===== config.mk =====
export PLATFORM = sky130hd
export DESIGN_NAME = register_file
export DESIGN_NICKNAME = d
export VERILOG_FILES = /design/src/rtl/register_file.sv
export SDC_FILE = /design/constraint.sdc
export NUM_CORES = 2
export LEC_CHECK = 0
export ABC_AREA = 1
export CAP_MARGIN = 10
export CELL_PAD_IN_SITES_DETAIL_PLACEMENT = 1
export CELL_PAD_IN_SITES_GLOBAL_PLACEMENT = 1
export CORE_MARGIN = 2
export CORE_UTILIZATION = 31
export DETAILED_ROUTE_END_ITERATION = 16
export GPL_TIMING_DRIVEN = 0
export PLACE_DENSITY_LB_ADDON = 0.05
export REMOVE_ABC_BUFFERS = 1
export SYNTH_ARGS = -nofsm -noshare
export SYNTH_HDL_FRONTEND = slang
export SYNTH_SLANG_ARGS = --single-unit

===== constraint.sdc =====
create_clock -name clk -period 2 [get_ports clk]
set_input_delay 0.3 -clock clk [delete_from_list [all_inputs] [get_ports clk]]
set_output_delay 0.3 -clock clk [all_outputs]
set_load 0.05 [all_outputs]

===== src/rtl/register_file.sv =====
// Architectural integer register file: 2**ADDR_WIDTH x DATA_WIDTH.
// It has two combinational read ports and one synchronous write port.
// x0 always reads as zero. BYPASS=1 forwards a same-cycle write to the read ports.
module register_file #(
    parameter int unsigned DATA_WIDTH = 32,
    parameter int unsigned ADDR_WIDTH = 5,
    parameter bit          BYPASS     = 1'b0
) (
    input  logic                  clk,
    input  logic                  rst,
    input  logic [ADDR_WIDTH-1:0] A1,
    input  logic [ADDR_WIDTH-1:0] A2,
    input  logic [ADDR_WIDTH-1:0] A3,
    input  logic [DATA_WIDTH-1:0] WD3,
    input  logic                  WE3,
    output logic [DATA_WIDTH-1:0] RD1,
    output logic [DATA_WIDTH-1:0] RD2
);

    localparam int unsigned DEPTH = 2 ** ADDR_WIDTH;

    logic [DATA_WIDTH-1:0] regs [DEPTH];
    logic                  fwd_ok;

    // Storage: async clear, write on rising edge, writes to x0 dropped
    always_ff @(posedge clk or negedge rst) begin
        if (!rst) begin
            regs <= '{default: '0};
        end else if (WE3 && (A3 != '0)) begin
            regs[A3] <= WD3;
        end
    end

    // Forwarding is only legal for a real, non-x0 write outside reset
    assign fwd_ok = BYPASS && rst && WE3 && (A3 != '0);

    // Combinational read ports with optional write-through
    always_comb begin
        RD1 = regs[A1];
        RD2 = regs[A2];
        if (fwd_ok && (A1 == A3)) begin
            RD1 = WD3;
        end
        if (fwd_ok && (A2 == A3)) begin
            RD2 = WD3;
        end
        if (A1 == '0) begin
            RD1 = '0;
        end
        if (A2 == '0) begin
            RD2 = '0;
        end
    end

endmodule


# ---- After elaboration in Yosys (flattened, before gate mapping)
# Index checks and enable logic that the tools add are counted.
dict set report totals {
  ff_bits 1024
}
dict set report op_classes {
  mux 11
  n_bitwise 3
  magnitude_cmp 4
  n_reduce_logical 5
}
# cell count
set ops {}
lappend ops {{$bwmux 1024} 1}
lappend ops {{$bmux 32 s5} 2}
lappend ops {{$mux 32} 7}
lappend ops {{$demux 32 s5} 1}
lappend ops {{$ge 6x6->1 const B} 3}
lappend ops {{$not 5->6} 3}
lappend ops {{$logic_not 5->1} 2}
lappend ops {{$lt 6x1->1 const B} 1}
lappend ops {{$reduce_bool 5->1} 1}
lappend ops {{$logic_and 1x1->1} 2}

# ---- Depth between registers and ports, before layout
dict set report depth {
  word_depth 6
  depth_mapped 13
}

# ---- Worst setup path after synthesis
# Ideal clock, no wire load.
dict set report synth_timing {
  kind {input-to-output}
  startpoint {input port A1[0]}
  endpoint {output port RD1[0]}
  path_buffers 4
  stages 13
  path_slack_ns -0.464
  arrival_ns 2.164
  path_cell_list {buf_2 -> inv_1 -> buf_2 -> buf_2 -> clkbuf_1 -> nand2_1 -> nand3_1 -> nand3_1 -> nand2_1 -> nand2_1 -> nand3_1 -> nand2_1 -> nor2_1}
}
dict set report synth_via {
  elab_chain_len 5
}
# item line
set synth_lines {}
lappend synth_lines {{start, declared} 11} ;# input logic [ADDR_WIDTH-1:0] A1,
lappend synth_lines {{$not 5->6 (not written as such)} 39} ;# RD1 = regs[A1];
lappend synth_lines {{$bmux 32 s5} 39}
lappend synth_lines {{$mux 32 (not written as such) (2 in a row)} 39}
lappend synth_lines {{$mux 32 (*)} 47} ;# if (A1 == '0) begin
lappend synth_lines {{end, declared} 16} ;# output logic [DATA_WIDTH-1:0] RD1,
# Every way passes the cells marked *; elsewhere a longest branch is shown, timed or not. The select of a mux whose other input is x is not followed.

# ---- Worst setup path in the final report
dict set report layout_timing {
  startpoint {input port A2[0]}
  endpoint {output port RD2[18]}
}
dict set report layout_via {
  elab_chain_len 5
}
# item line
set layout_lines {}
lappend layout_lines {{start, declared} 12} ;# input logic [ADDR_WIDTH-1:0] A2,
lappend layout_lines {{$not 5->6 (not written as such)} 40} ;# RD2 = regs[A2];
lappend layout_lines {{$bmux 32 s5} 40}
lappend layout_lines {{$mux 32 (not written as such) (2 in a row)} 40}
lappend layout_lines {{$mux 32 (*)} 50} ;# if (A2 == '0) begin
lappend layout_lines {{end, declared} 17} ;# output logic [DATA_WIDTH-1:0] RD2
# Marks and branches as above.

==> out/results.txt <==
worst-path cell chain = buf_16 -> buf_16 -> buf_16 -> clkinv_16 -> buf_16 -> buf_12 -> buf_16 -> buf_16 -> nand2_2 -> nand3_2 -> nand2_1 -> nand2_1 -> nand2_1 -> nor2_2 -> nor2_2 -> nor2_4 -> buf_8
Switching Share = 0.3474
count of final max-slew check failures = 0
die extent in x = 433.0 µm
worst hold margin = -0.5530 ns
slew at the pin closest to its max-slew limit = 1.250 ns
required time of the worst setup path = 1.70 ns
Layout Cells excl Fill = 10835
fin nets = 8322
post-synthesis sequential area ratio = 0.4492
Port Buffer Count = 113
Top reg by flops = regs
clock buffers created by TritonCTS = 138
number of global-route vias before repair = 60375
type of the worst setup path = in -> out
clock transition at the registers of the reported paths = 0.05 ns
xor and xnor area share after synthesis = 0
final setup slack of the worst path = -0.6029 ns
drt initial violations = 5744
gpl congestion = 0.7161
simple-gate share of the synthesized area = 0.3766
Max Cap Viol = 0
full die area = 0.1875 mm²
Arr. time, crit path = 2.30 ns
initial antenna violation count = 12
most frequent standard cell in the layout excluding fill and tap cells = nand2_1
ratio of cells with drive above 1 in the final layout = 0.1609
design internal power = 46.41 mW
capturing element type of the critical path = primary output
count of antenna-violating nets left after detailed routing = 0
signed area change from the synthesized netlist to the final layout = 30.50%
total routing resource utilization after global routing = 0.3347
kind of path behind the tightest hold check = in -> async
post-layout power = 71.10 mW
via count = 61001
area share of the largest cell type after synthesis = 0.4492
detail-routed via count per cell = 5.630
later-pin clock latency in the skew report = 0.81 ns
Pre-Repair DR Iteration Count = 5
LEAKAGE = 34.04 nW
FP Rows = 157
buffers from clock root to sink, at most = 3
Critical Path Slowest Stage Cell = nor2_4
Synth warnings = 0
number of distinct library cell variants in the gate-level netlist after synthesis = 29
CP Max Fanout = 8
synthesized-area fraction occupied by ao, oa, aoi and oai cells = 0.1105
normalized max-slew margin = 0.1659
count of cell instances traversed by the critical path = 17
proportion of synthesized area in mux cells = 0
post-synthesis share of cell area spent on full adders, half adders and majority gates = 0
total overflow reported by the global router = 0
detailed-route wire length per cell = 30.47 µm
combinational family with the most area after synthesis = simple AND/OR/NAND/NOR gates
Final period util = 1.301
H-tree lvl count = 4
I/O pin cnt = 114
effective utilization at floorplan = 0.3119
register bit count reported by yosys = 1024
core outline area = 0.1829 mm²
sum of net half-perimeters after detailed placement = 148400 µm
worst-case reg-to-reg path depth = 3
CP top delay family = buffers and inverters
vertical extent of the die = 433.0 µm
number of buffers and inverters on the critical path = 9
proportion of power drawn by flip-flops and latches = 0.403
net switching power = 24.70 mW
final setup violation count = 78
CP dominant cell by count = buf_16
maximum VDD drop = 0.6921 mV
largest net degree at the start of global routing = 155
CTS tree = yes
Gate Count Post-Synth = 8322
RSZ-0062 raised after global routing = true
commonest cells after routing, fill and taps aside = nand2_1, nand3_1, dfrtp_1
biggest area contributors in the synthesized netlist = dfrtp_1, nand2_1, nand3_1, a21oi_1, nor2_1
Power per Cell Area = 955.2 mW/mm²
summed instance area of the synthesized netlist = 0.05704 mm²
violations in the final reports = hold timing, setup timing
Worst Clk Skew = 0 ns
status = finished, violations left
Mapped Avg Cell Area = 6.854 µm²
leading registers by flop count = regs x1024
cell taking the most area after synthesis = dfrtp_1
maximum achievable frequency = 0.3842 GHz
share of power burned in combinational logic = 0.254
cell count after placement = 10265
global-route wire length before repair = 452000 µm
buffer cell driving the clock tree root = clkbuf_16
DRC violations left = 0
portion of total power attributed to the clock network = 0.343
delay contributed by the slowest stage of the critical path = 0.20 ns
sort of element at the start of the critical path = primary input
number of flip-flops in the largest register = 1024
Routed WL = 330100 µm
final critical delay including setup and external delays = 2.603 ns
total number of clock tree sinks = 1024
number of hold violations in the final report = 148
[kinds of logic (layout without fill, tap and decap cells)]
| family | count (synthesis) | in the layout |
|---|---|---|
| flip-flops | 1024 | 1024 |
| AO/OA/AOI/OAI | 1240 | 1240 |
| AND/OR/NAND/NOR | 5189 | 5197 |
| buffers and inverters | 869 | 904 |
| other | 0 | 6 |
[power groups by stage]
stage	registers, mW	logic, mW	clock network (mW)
after floorplan	27.9	9.68	0
after global placement	28.7	14.4	0
after detailed placement	28.7	14.4	0
after CTS	28.4	16.7	24.8
after global routing	29.2	20.0	25.5
final	28.6	18.1	24.4
[worst paths after layout]
| kind | startpoint | end | slack [ns] |
|---|---|---|---|
| worst min-delay path | rst | regs[1003]$_DFFE_PN0P_ | -0.55 |
| max in group asynchronous | rst | regs[898]$_DFFE_PN0P_ | 0.38 |
| worst max register to register | regs[381]$_DFFE_PN0P_ | regs[381]$_DFFE_PN0P_ | 1.07 |
| worst min register to register | regs[1001]$_DFFE_PN0P_ | regs[1001]$_DFFE_PN0P_ | 0.40 |
| worst max-delay path | A2[0] | RD2[18] | -0.60 |
| min in group clk | A3[3] | regs[361]$_DFFE_PN0P_ | 0.06 |
[layout make-up]
| class | instances | area (µm²) |
|---|---|---|
| Antenna cell | 6 | 15.01 |
| Clock buffer | 219 | 4114 |
| Clock inverter | 14 | 128.9 |
| Fill cell | 21798 | 108400 |
| Inverter | 114 | 614.3 |
| Multi-Input combinational cell | 6437 | 30510 |
| Sequential cell | 1024 | 25630 |
| Tap cell | 2464 | 3083 |
| Timing Repair Buffer | 544 | 10190 |
| Timing Repair inverter | 13 | 152.6 |
[what timing repair did]
action                                  4_1_cts  5_1_grt
gates resized for setup                     838      524
endpoints found under the setup margin      548      754
pin swaps                                    95      322
cloned                                      126       41
endpoints found under the hold margin       141      141
setup buffers                                87       87
[stage by stage]
step	instance area, µm²	setup slack [ns]	hold slack [ns]	util	setup TNS (ns)
2_1_floorplan	53840	-9.650	0.004409	-	-683.13
3_3_place_gp	58060	-105.77	0.3856	0.3175	-
3_5_place_dp	61180	-3.555	0.3262	0.3345	-1224.02
4_1_cts	71190	-0.5504	-0.5319	0.3892	-92.13
5_1_grt	74430	-0.6358	-0.5424	0.4070	-34.30
6_report	74440	-0.6029	-0.5530	0.4070	-30.04
[worst reg2reg max path: cells and delay by family, from the launching register on]
kind | cells | cell delay, ns
buffers and inverters | 1 | 0.16
AND/OR/NAND/NOR | 1 | 0.11
AO/OA/AOI/OAI | 1 | 0.06
flip-flops | 1 | 0.42
[Yosys cell counts, drive strengths merged]
cell type and number:
o211ai 14, nand3 1376, clkbuf 471, nand2 2982, inv 109, buf 284
a21oi 655, clkinv 5, o21ai 571, nor2 821, nor3 7, nand4 1
dfrtp 1024, nor4 2
[metal layers]
metal  wire length, µm  GRT usage  vias up
met2            151300     0.5486     2269
met3             21380    0.04505      709
met5                12          0        -
li1                  -          -    27036
met1            139800     0.4408    30985
met4             17650     0.1438        2
No activity file was read; power rests on OpenSTA's default activity.
